## config.mk

```make
export PLATFORM = sky130hd
export DESIGN_NAME = float_to_int_flat
export DESIGN_NICKNAME = d
export VERILOG_FILES = /design/src/rtl/fp32_pkg.sv /design/src/rtl/float_to_int_if.sv /design/src/rtl/fp32_classify.sv /design/src/rtl/float_to_int.sv /design/src/flat_wrapper.sv
export SDC_FILE = /design/constraint.sdc
export NUM_CORES = 1
export LEC_CHECK = 0
export ABC_AREA = 1
export CELL_PAD_IN_SITES_DETAIL_PLACEMENT = 1
export CELL_PAD_IN_SITES_GLOBAL_PLACEMENT = 2
export CORE_MARGIN = 2
export CORE_UTILIZATION = 26
export CTS_CLUSTER_SIZE = 8
export DETAILED_ROUTE_END_ITERATION = 8
export PLACE_DENSITY_LB_ADDON = 0.1
export SETUP_SLACK_MARGIN = 0.2
export SLEW_MARGIN = 40
export SYNTH_ARGS = -nofsm -noshare
export SYNTH_HDL_FRONTEND = slang
export SYNTH_SLANG_ARGS = --single-unit
```

## constraint.sdc

```tcl
create_clock -name clk -period 2.1 [get_ports clk]
set_clock_uncertainty 0.1 [all_clocks]
set_input_delay 0.42 -clock clk [delete_from_list [all_inputs] [get_ports clk]]
set_output_delay 0.42 -clock clk [all_outputs]
set_load 0.02 [all_outputs]
```

## src/rtl/fp32_pkg.sv

```systemverilog
// ---------------------------------------------------------------------------
// fp32_pkg
// Shared definitions for the IEEE-754 single-precision blocks (int_to_float,
// float_to_int and their benches).
//   - Field positions of the 32-bit word (sign, exponent, fraction)
//   - Exponent bias and the all-ones exponent code (Inf / NaN)
//   - Converter state encoding
//   - Small field-extraction helpers
// ---------------------------------------------------------------------------
package fp32_pkg;

    localparam int SIGN_BIT = 31;
    localparam int EXP_MSB  = 30;
    localparam int EXP_LSB  = 23;
    localparam int FRAC_MSB = 22;
    localparam int FRAC_LSB = 0;

    localparam int EXP_WIDTH  = EXP_MSB - EXP_LSB + 1;
    localparam int FRAC_WIDTH = FRAC_MSB - FRAC_LSB + 1;

    localparam int                   BIAS         = 127;
    localparam logic [EXP_WIDTH-1:0] EXP_ALL_ONES = '1;

    typedef enum logic [1:0] {
        IDLE   = 2'd0,
        DECODE = 2'd1,
        SHIFT  = 2'd2,
        DONE   = 2'd3
    } state_t;

    function automatic logic [EXP_WIDTH-1:0] fp32Exp(input logic [31:0] word);
        return word[EXP_MSB:EXP_LSB];
    endfunction

    function automatic logic [FRAC_WIDTH-1:0] fp32Frac(input logic [31:0] word);
        return word[FRAC_MSB:FRAC_LSB];
    endfunction

endpackage

```

## src/rtl/float_to_int_if.sv

```systemverilog
// ---------------------------------------------------------------------------
// float_to_int_if
// Handshake bundle of the float-to-unsigned-integer converter.
//   in_valid / in_ready / float_input        : input side (IEEE-754 single)
//   out_valid / out_ready / int_output       : result side
//   flag_overflow / flag_invalid / flag_inexact : exception flags, valid with
//                                               out_valid
// Modports:
//   slave  : the converter
//   master : the producer/consumer driving the converter
// ---------------------------------------------------------------------------
interface float_to_int_if #(
    parameter int INT_WIDTH = 8
);

    logic                 in_valid;
    logic                 in_ready;
    logic [31:0]          float_input;
    logic                 out_valid;
    logic                 out_ready;
    logic [INT_WIDTH-1:0] int_output;
    logic                 flag_overflow;
    logic                 flag_invalid;
    logic                 flag_inexact;

    modport slave (
        input  in_valid,
        output in_ready,
        input  float_input,
        output out_valid,
        input  out_ready,
        output int_output,
        output flag_overflow,
        output flag_invalid,
        output flag_inexact
    );

    modport master (
        output in_valid,
        input  in_ready,
        output float_input,
        input  out_valid,
        output out_ready,
        input  int_output,
        input  flag_overflow,
        input  flag_invalid,
        input  flag_inexact
    );

endinterface

```

## src/rtl/fp32_classify.sv

```systemverilog
// ---------------------------------------------------------------------------
// fp32_classify
// Purely combinational classifier for an IEEE-754 single-precision word.
// Ports:
//   float_i              : 32-bit IEEE-754 word
//   sign_o               : sign bit
//   is_nan_o             : exponent all ones, fraction nonzero
//   is_inf_o             : exponent all ones, fraction zero
//   is_zero_or_denorm_o  : exponent zero (covers +-0 and denormals)
//   frac_nonzero_o       : fraction field is nonzero
//   frac_o               : raw fraction field
//   unbiased_exp_o       : exponent minus bias, signed (-127..128)
// ---------------------------------------------------------------------------
module fp32_classify
    import fp32_pkg::*;
(
    input  logic [31:0]           float_i,
    output logic                  sign_o,
    output logic                  is_nan_o,
    output logic                  is_inf_o,
    output logic                  is_zero_or_denorm_o,
    output logic                  frac_nonzero_o,
    output logic [FRAC_WIDTH-1:0] frac_o,
    output logic signed [8:0]     unbiased_exp_o
);

    logic [EXP_WIDTH-1:0]  expField;
    logic [FRAC_WIDTH-1:0] fracField;

    assign expField  = fp32Exp(float_i);
    assign fracField = fp32Frac(float_i);

    assign sign_o              = float_i[SIGN_BIT];
    assign frac_o              = fracField;
    assign frac_nonzero_o      = |fracField;
    assign is_nan_o            = (expField == EXP_ALL_ONES) && (|fracField);
    assign is_inf_o            = (expField == EXP_ALL_ONES) && !(|fracField);
    assign is_zero_or_denorm_o = (expField == '0);

    // A 9-bit signed result holds every value from 0-127 to 255-127.
    assign unbiased_exp_o = $signed({1'b0, expField}) - 9'sd127;

endmodule

```

## src/rtl/float_to_int.sv

```systemverilog
// ---------------------------------------------------------------------------
// float_to_int
// Multi-cycle IEEE-754 single -> unsigned integer converter. Truncates toward
// zero and saturates; special and out-of-range inputs finish right after
// decode, in-range values are denormalised by a one-bit-per-cycle shifter.
// Ports:
//   clk    : clock, rising edge
//   rst    : synchronous active-high reset, discards any in-flight work
//   bus_io : float_to_int_if.slave handshake bundle (input word, result and
//            overflow / invalid / inexact flags)
// Parameters:
//   INT_WIDTH : result width, legal range 1..31 (exponent bias fixed at 127)
// ---------------------------------------------------------------------------
module float_to_int
    import fp32_pkg::*;
#(
    parameter int INT_WIDTH = 8
) (
    input  logic           clk,
    input  logic           rst,
    float_to_int_if.slave  bus_io
);

    // {hidden one, fraction, padding}; padding lets INT_WIDTH exceed 24.
    localparam int MANT_EXT_WIDTH = 1 + FRAC_WIDTH + 32;

    state_t                 state_q;
    logic                   inReady_q;
    logic                   outValid_q;
    logic [31:0]            float_q;
    logic [INT_WIDTH-1:0]   shiftReg_q;
    logic [4:0]             count_q;
    logic                   sticky_q;
    logic [INT_WIDTH-1:0]   result_q;
    logic                   overflow_q;
    logic                   invalid_q;
    logic                   inexact_q;

    logic                   sign;
    logic                   isNan;
    logic                   isInf;
    logic                   isZeroOrDenorm;
    logic                   fracNonzero;
    logic [FRAC_WIDTH-1:0]  frac;
    logic signed [8:0]      unbiasedExp;

    logic [MANT_EXT_WIDTH-1:0] mantExt;
    logic [MANT_EXT_WIDTH-1:0] lowBits;
    int                        kInt;
    int                        nShift;

    state_t                 decState_d;
    logic [INT_WIDTH-1:0]   decResult_d;
    logic                   decOverflow_d;
    logic                   decInvalid_d;
    logic                   decInexact_d;
    logic [INT_WIDTH-1:0]   decShift_d;
    logic                   decSticky_d;
    logic [4:0]             decCount_d;

    fp32_classify u_classify (
        .float_i             (float_q),
        .sign_o              (sign),
        .is_nan_o            (isNan),
        .is_inf_o            (isInf),
        .is_zero_or_denorm_o (isZeroOrDenorm),
        .frac_nonzero_o      (fracNonzero),
        .frac_o              (frac),
        .unbiased_exp_o      (unbiasedExp)
    );

    assign bus_io.in_ready      = inReady_q;
    assign bus_io.out_valid     = outValid_q;
    assign bus_io.int_output    = result_q;
    assign bus_io.flag_overflow = overflow_q;
    assign bus_io.flag_invalid  = invalid_q;
    assign bus_io.flag_inexact  = inexact_q;

    // Decode of the latched word. Case priority: NaN, infinities, zero and
    // denormals, negative normals, below one, too large, then the in-range
    // case which seeds the shifter. The top INT_WIDTH bits of the extended
    // mantissa are the integer value scaled by 2^(INT_WIDTH-1-k); everything
    // below them is already lost fraction and starts the sticky bit.
    always_comb begin
        decState_d    = DONE;
        decResult_d   = '0;
        decOverflow_d = 1'b0;
        decInvalid_d  = 1'b0;
        decInexact_d  = 1'b0;
        decShift_d    = '0;
        decSticky_d   = 1'b0;
        decCount_d    = '0;

        mantExt = {1'b1, frac, 32'b0};
        lowBits = mantExt << INT_WIDTH;
        kInt    = int'(unbiasedExp);
        nShift  = INT_WIDTH - 1 - kInt;

        if (isNan) begin
            decInvalid_d = 1'b1;
        end else if (isInf) begin
            if (sign) begin
                decInvalid_d = 1'b1;
            end else begin
                decOverflow_d = 1'b1;
                decResult_d   = '1;
            end
        end else if (isZeroOrDenorm) begin
            if (fracNonzero) begin
                decInvalid_d = sign;
                decInexact_d = !sign;
            end
        end else if (sign) begin
            decInvalid_d = 1'b1;
        end else if (kInt < 0) begin
            decInexact_d = 1'b1;
        end else if (kInt >= INT_WIDTH) begin
            decOverflow_d = 1'b1;
            decResult_d   = '1;
        end else begin
            decShift_d   = mantExt[MANT_EXT_WIDTH-1 -: INT_WIDTH];
            decSticky_d  = |lowBits;
            decCount_d   = 5'(nShift);
            decResult_d  = decShift_d;
            decInexact_d = decSticky_d;
            decState_d   = (nShift == 0) ? DONE : SHIFT;
        end
    end

    // Converter FSM. All outputs are registered here. The result and flags
    // are written only on the way into DONE, so they stay put for as long as
    // the consumer stalls. A finished result returns to IDLE before the next
    // word can be accepted, keeping one conversion in flight.
    always_ff @(posedge clk) begin
        if (rst) begin
            state_q    <= IDLE;
            inReady_q  <= 1'b1;
            outValid_q <= 1'b0;
            float_q    <= '0;
            shiftReg_q <= '0;
            count_q    <= '0;
            sticky_q   <= 1'b0;
            result_q   <= '0;
            overflow_q <= 1'b0;
            invalid_q  <= 1'b0;
            inexact_q  <= 1'b0;
        end else begin
            case (state_q)
                IDLE: begin
                    if (bus_io.in_valid && inReady_q) begin
                        float_q    <= bus_io.float_input;
                        inReady_q  <= 1'b0;
                        overflow_q <= 1'b0;
                        invalid_q  <= 1'b0;
                        inexact_q  <= 1'b0;
                        state_q    <= DECODE;
                    end
                end

                DECODE: begin
                    shiftReg_q <= decShift_d;
                    sticky_q   <= decSticky_d;
                    count_q    <= decCount_d;
                    if (decState_d == DONE) begin
                        result_q   <= decResult_d;
                        overflow_q <= decOverflow_d;
                        invalid_q  <= decInvalid_d;
                        inexact_q  <= decInexact_d;
                        outValid_q <= 1'b1;
                        state_q    <= DONE;
                    end else begin
                        state_q    <= SHIFT;
                    end
                end

                SHIFT: begin
                    shiftReg_q <= shiftReg_q >> 1;
                    sticky_q   <= sticky_q | shiftReg_q[0];
                    count_q    <= count_q - 5'd1;
                    if (count_q == 5'd1) begin
                        result_q   <= shiftReg_q >> 1;
                        inexact_q  <= sticky_q | shiftReg_q[0];
                        outValid_q <= 1'b1;
                        state_q    <= DONE;
                    end
                end

                DONE: begin
                    if (bus_io.out_ready) begin
                        outValid_q <= 1'b0;
                        inReady_q  <= 1'b1;
                        state_q    <= IDLE;
                    end
                end

                default: begin
                    state_q <= IDLE;
                end
            endcase
        end
    end

endmodule

```

## src/flat_wrapper.sv

```systemverilog
// flat-port wrapper written by rule: the top's interface ports become plain ports
module float_to_int_flat import fp32_pkg::*;
#(
    parameter int INT_WIDTH = 8
)
  (clk, rst, bus_io_in_valid, bus_io_in_ready, bus_io_float_input, bus_io_out_valid, bus_io_out_ready, bus_io_int_output, bus_io_flag_overflow, bus_io_flag_invalid, bus_io_flag_inexact);
  float_to_int_if #(.INT_WIDTH(INT_WIDTH)) bus_io_i ();
  input  logic clk;
  input  logic rst;
  input wire logic [$bits(bus_io_i.in_valid)-1:0] bus_io_in_valid;
  output wire logic [$bits(bus_io_i.in_ready)-1:0] bus_io_in_ready;
  input wire logic [$bits(bus_io_i.float_input)-1:0] bus_io_float_input;
  output wire logic [$bits(bus_io_i.out_valid)-1:0] bus_io_out_valid;
  input wire logic [$bits(bus_io_i.out_ready)-1:0] bus_io_out_ready;
  output wire logic [$bits(bus_io_i.int_output)-1:0] bus_io_int_output;
  output wire logic [$bits(bus_io_i.flag_overflow)-1:0] bus_io_flag_overflow;
  output wire logic [$bits(bus_io_i.flag_invalid)-1:0] bus_io_flag_invalid;
  output wire logic [$bits(bus_io_i.flag_inexact)-1:0] bus_io_flag_inexact;
  assign bus_io_i.in_valid = bus_io_in_valid;
  assign bus_io_in_ready = bus_io_i.in_ready;
  assign bus_io_i.float_input = bus_io_float_input;
  assign bus_io_out_valid = bus_io_i.out_valid;
  assign bus_io_i.out_ready = bus_io_out_ready;
  assign bus_io_int_output = bus_io_i.int_output;
  assign bus_io_flag_overflow = bus_io_i.flag_overflow;
  assign bus_io_flag_invalid = bus_io_i.flag_invalid;
  assign bus_io_flag_inexact = bus_io_i.flag_inexact;
  float_to_int #(.INT_WIDTH(INT_WIDTH)) u_core (.clk(clk), .rst(rst), .bus_io(bus_io_i));
endmodule
```

-- After elaboration in Yosys (flattened, before gate mapping)
Index checks and enable logic that the tools add are counted.
- add/subtract/negate cells: 3
- div/mod/pow operators: 0
- eq/ne operators: 10
- mux-type cells: 75
- reductions and logical operators: 22
- $mul: 0
- $lt $le $gt $ge: 2
- shift-type cells: 0
- bitwise gates (word level): 1
- operators with widths (operator ; count):
    8-bit 2-to-1 mux ; 14
    1-bit 2-to-1 mux ; 35
    32-bit logical NOT ; 1
    8-bit case mux with 2 select lines ; 2
    5-bit 2-to-1 mux ; 6
    23-bit OR reduction ; 1
    2-bit 2-to-1 mux ; 9
    16-bit OR reduction ; 1
    3-bit AND reduction ; 4
    5-bit case mux with 2 select lines ; 1
    4-bit by 9-bit subtractor with 10-bit output (first input constant) ; 1
    9-bit by 5-bit >= comparator with 1-bit output (second input constant) ; 1
    9-bit by 1-bit < comparator with 1-bit output (second input constant) ; 1
    8-bit by 7-bit subtractor with 9-bit output (second input constant) ; 1
    8-bit == test (second input constant) ; 1
    8-bit logical NOT ; 1
    1-bit case mux with 2 select lines ; 4
    2-bit case mux with 4 select lines ; 1
    4-bit AND reduction ; 2
    7-bit 2-to-1 mux ; 1
    2-bit == test (second input constant) ; 3
    2-bit by 1-bit != test with 1-bit output (second input constant) ; 3
    1-bit case mux with 3 select lines ; 2
    2-bit nonzero test ; 3
    10 further kinds ; 14
- ROM bits: 0
- register bits: 61
- logic and storage cells: 124
- memories: 0
- output and inout port bits: 13
- bits in latches: 0
- bits in writable memories: 0
- bits of input ports: 36

-- Depth between registers and ports, before layout
- depth in word-level cells: 13
- depth in mapped cells: 17
- gate-level depth less buffers: 17

-- Cells and area by module
A second synthesis with hierarchy kept.
- cells, all modules: 516
- area, all modules: 3408.3 µm²
- modules (own cells, without submodules) (module ; area an instance (µm²) ; sequential area each (µm²) ; cells each ; times used):
    float_to_int ; 2954.1 ; 1221.2 ; 438 ; 1
    fp32_classify ; 454.2 ; 0.0 ; 78 ; 1

-- Least setup slack after synthesis
Ideal clock, no wire load.
- path kind: flip-flop to flip-flop
- start point: register u_core.float_q[24]
- end point: register u_core.outValid_q (netlist: u_core.bus_io.out_valid)
- stages on the path, launching flop included: 16
- data arrival time: 2.063 ns
- slack: -0.196 ns
- setup time: 0.133 ns
- period minus slack after synthesis: 2.296 ns
- required time: 1.867 ns
- path buffers: 1
- path through: dfxtp_1 ha_1 nand4_1 nand2_1 inv_1 ha_1 nand3b_1 nor2_1 nand3_1 nor2_1 nand2_1 nand3_4 buf_6 nand3_2 nand2_1 a21oi_2
- cells in the longest elaborated chain, start to end: 13
- elaborated cells on any way between the ends: 19
- classes of those cells: add/sub: 2; order compare: 2; eq/ne: 3; mux: 7; reduce/logical: 5
- ends and longest elaborated chain (item ; line ; source):
    start, declared ; float_to_int.sv:30 ; logic [31:0] float_q;
    start signal, assigned ; float_to_int.sv:151 ; float_q <= bus_io.float_input;
    8-bit by 7-bit subtractor with 9-bit output ; fp32_classify.sv:41 ; assign unbiased_exp_o = $signed({1'b0, expField}) - 9'sd127;
    4-bit by 9-bit subtractor with 10-bit output ; float_to_int.sv:97 ; nShift = INT_WIDTH - 1 - kInt;
    32-bit logical NOT ; float_to_int.sv:126 ; decState_d = (nShift == 0) ? DONE : SHIFT;
    1-bit 2-to-1 mux ; float_to_int.sv:126 ;
    2-bit 2-to-1 mux ; float_to_int.sv:117 ; end else if (kInt >= INT_WIDTH) begin
    2-bit 2-to-1 mux ; float_to_int.sv:115 ; end else if (kInt < 0) begin
    2-bit 2-to-1 mux ; float_to_int.sv:113 ; end else if (sign) begin
    2-bit 2-to-1 mux ; float_to_int.sv:108 ; end else if (isZeroOrDenorm) begin
    2-bit 2-to-1 mux ; float_to_int.sv:101 ; end else if (isInf) begin
    2-bit 2-to-1 mux (*) ; float_to_int.sv:99 ; if (isNan) begin
    2-bit == test (*) ; float_to_int.sv:164 ; if (decState_d == DONE) begin
    2-bit by 1-bit != test with 1-bit output (no line) (*) ; -- ;
    4-bit AND reduction (no line) (*) ; -- ;
    end signal, assigned ; float_to_int.sv:169 ; outValid_q <= 1'b1;
    end signal, assigned ; float_to_int.sv:183 ; outValid_q <= 1'b1;
    end signal, assigned ; float_to_int.sv:190 ; outValid_q <= 1'b0;
    end, declared ; float_to_int.sv:29 ; logic outValid_q;
Mark *: on every way between the ends. The rest lies on a longest branch, timed or not.
A chain may end at the register's enable or synchronous reset.

-- Final worst setup path
- start point: register u_core.float_q[23]
- end point: register u_core.result_q[0] (netlist: u_core.bus_io.int_output[0])
- cells in the longest elaborated chain, start to end: 13
- elaborated cells on any way between the ends: 27
- classes of those cells: add/sub: 2; order compare: 2; eq/ne: 3; mux: 15; reduce/logical: 5
- ends and longest elaborated chain (item ; line ; source):
    8-bit by 7-bit subtractor with 9-bit output ; fp32_classify.sv:41 ;
    4-bit by 9-bit subtractor with 10-bit output ; float_to_int.sv:97 ;
    32-bit logical NOT ; float_to_int.sv:126 ;
    1-bit 2-to-1 mux ; float_to_int.sv:126 ;
    2-bit 2-to-1 mux ; float_to_int.sv:117 ;
    2-bit 2-to-1 mux ; float_to_int.sv:115 ;
    2-bit 2-to-1 mux ; float_to_int.sv:113 ;
    2-bit 2-to-1 mux ; float_to_int.sv:108 ;
    2-bit 2-to-1 mux ; float_to_int.sv:101 ;
    2-bit 2-to-1 mux ; float_to_int.sv:99 ;
    2-bit == test ; float_to_int.sv:164 ;
    2-bit by 1-bit != test with 1-bit output (no line) ; -- ;
    3-bit AND reduction (no line) ; -- ;
    end signal, assigned ; float_to_int.sv:165 ; result_q <= decResult_d;
    end signal, assigned ; float_to_int.sv:181 ; result_q <= shiftReg_q >> 1;
    end, declared ; float_to_int.sv:34 ; logic [INT_WIDTH-1:0] result_q;
Several ways; a longest one is shown, not always the timed one. The select of a mux whose other input is x is not followed.

==> run metrics <==
row cnt=40; CP max FO=7; relative slew slack=0.718; dpl hpwl=6860 um; final WL=9450 um; GPL Wtd Cong=0.747; clk_lat worst skew=0.34 ns; Final ANT Viol Nets=0; asr flop ratio synth=0; Slew Limit Fails=0; vias per std cell=4.66; worst hold path type=reg -> reg; Die H=115 um; crit share post-route=1.06; Lkg Pwr=1.82 nW; pwr dens=1380 mW/mm2; startpoint types=register; Worst-Margin Slew=0.419 ns; Mapped Cells=453; Post-Synth Adder-Cell Area=0.0508; top cell type by total area after synthesis=dfxtp_1; min Tclk post-route=2.24 ns; Final WS setup=-0.136 ns; vias in the first global route=3117; Starting Density=0.267; Max Cap Viol=0; post-synth cell types=33; ys flop type=dfxtp_1; Reg clk slew, reported paths=0.06 ns; Port Buffer Count=48; CTS H-tree lvls=3; hold path cells=2; FMAX=0.447 GHz; Fill cells=1495; DR pass1 iterations=4; # setup viols final=12; largest net degree at the start of global routing=59; clock tree buffer depth=2; Final Hold Vio Count=0; Yosys warnings=0; nets=574; dpl ws=-0.186 ns; FF+latch area=0.00123 mm2; post-synthesis xor/xnor area fraction=0.00820; Fin Setup TNS=-1.11 ns; Max VDD drop=0.000456 V; post-synthesis mux area share=0; die width=115 um; design area=0.00453 mm2; 1st-iter DRT viols=97; area fraction in and, or, nand and nor cells after synthesis=0.252; ratio of cells with drive above 1 in the final layout=0.211; Tot Pwr=6.23 mW; Synth top area share=0.381; final core occ=0.377; IO Count=49; ANT cells=0; Layout Cells excl Fill=677; Die Area=0.0132 mm2; syn nets=502; first-pass GRT wire length=15600 um; CTS tree=done; placed inst area=0.00403 mm2; RSZ-0062 raised after global routing=yes; P&R area growth vs syn=41.3%; Area contributors post-synth=dfxtp_1, nand2_1, o21ai_0; post-synthesis register bit count=61; Mean Syn Cell Area=7.07 um2; Via Count=3155; kind of end point of the critical path=register; status=finished, violations left; Root Driver=clkbuf_16; R2R cell count=13; grt total ovfl=0; Post-Place Cells=654; Remaining DRCs=0; WL/cell=14.0 um; Hold Slack=0.351 ns; most common cell in the netlist=nand2_1; initial antenna violation count=0; footprint of the multi-input gates=0.00184 mm2; EDFF count, synth=0; Syn Std Cell Area=0.00320 mm2; post-synthesis compound-gate area fraction=0.212; register area share after synthesis=0.381; largest family of logic cells by synthesized area=simple AND/OR/NAND/NOR gates; Worst EP arrival=2.37 ns; GRT Overall Usage=0.155; clock net sink count=61; kind of critical path=reg -> reg; Core Area=0.0120 mm2; top cells by count, synth=nand2_1, dfxtp_1, o21ai_0; WP data required=2.23 ns; failing checks=negative setup slack; cts bufs inserted=9
[cell usage in the layout, fill, tap and decap left out, types with 2 or more instances in the layout]
master,n
a21oi_1,52
a21oi_2,6
a31oi_1,6
buf_12,2
buf_4,28
buf_6,2
clkbuf_1,3
clkbuf_16,9
clkdlybuf4s50_1,47
dfxtp_1,57
dfxtp_2,2
dfxtp_4,2
ha_1,9
ha_2,2
ha_4,2
inv_1,51
inv_2,5
inv_4,2
nand2_1,76
nand2_2,14
nand2_4,2
nand3_1,18
nand3_2,7
nand3_4,2
nand4_1,10
nor2_1,25
nor2_2,7
nor2_4,2
nor3_1,2
o21ai_0,50
o21ai_1,3
o21ai_2,8
xor2_1,3
[worst max-delay path: stages (launching register included)]
cell and delay, ns:
dfxtp_4 0.39, ha_4 0.15, buf_4 0.10, buf_4 0.09, nand2_1 0.05, inv_2 0.08, nand3_1 0.12, nand2_2 0.16
nand4_4 0.15, nor2_4 0.15, nand3_4 0.18, buf_4 0.21, a21oi_1 0.13, nor2_1 0.06
[sequential cells by signal (all words and copies together), names as in the netlist]
signal,cells
u_core.float_q,32
u_core.bus_io.int_output,8
u_core.shiftReg_q,8
u_core.count_q,5
u_core.state_q,2
u_core.bus_io.flag_inexact,1
u_core.bus_io.flag_invalid,1
u_core.bus_io.flag_overflow,1
u_core.bus_io.in_ready,1
u_core.bus_io.out_valid,1
u_core.sticky_q,1
[area by class of cell]
type,instances,share of cell area
multi-input combinational,315,0.406
inverter,58,0.0498
sequential,61,0.272
clock buffer,13,0.0553
clock inverter,3,0.00967
tap,147,0.0406
timing repair buffer,80,0.167
[routing by layer]
metal / vias to the layer above / track usage / part of all wire
met3: 11 / 0.0380 / 0.034
met5: - / 0 / 0
li1: 1643 / - / -
met1: 1457 / 0.205 / 0.50
met4: 0 / 0.0627 / 0.018
met2: 44 / 0.242 / 0.45
[cell families after synthesis]
| family | count (synthesis) |
|---|---|
| simple gates | 170 |
| buf+inv | 77 |
| fa+ha+maj | 13 |
| flops | 61 |
| xor+xnor | 3 |
| compound gates | 129 |
[repair_timing]
action / 4_1_cts / 5_1_grt
hold buffers: 0 / 0
hold endpoints to repair: 0 / 0
gates cloned: 0 / 0
pin swaps: 6 / 6
resized for setup: 20 / 24
setup endpoints to repair: 28 / 30
buffers inserted: 5 / 2
[where the power goes]
group | switching, mW | internal (mW)
Combinational | 1.71 | 1.18
Sequential | 0.259 | 1.58
Clock | 0.556 | 0.953
Total | 2.52 | 3.71
[worst paths after layout]
| kind | slack [ns] | to | from |
|---|---|---|---|
| setup / recovery | -0.14 | u_core.bus_io.int_output[0] | u_core.float_q[23] |
| hold / removal | 0.35 | u_core.float_q[1] | u_core.float_q[1] |
| hold reg to reg | 0.35 | u_core.float_q[1] | u_core.float_q[1] |
| setup reg to reg | -0.14 | u_core.bus_io.int_output[0] | u_core.float_q[23] |
No activity file was read; power rests on OpenSTA's default activity.
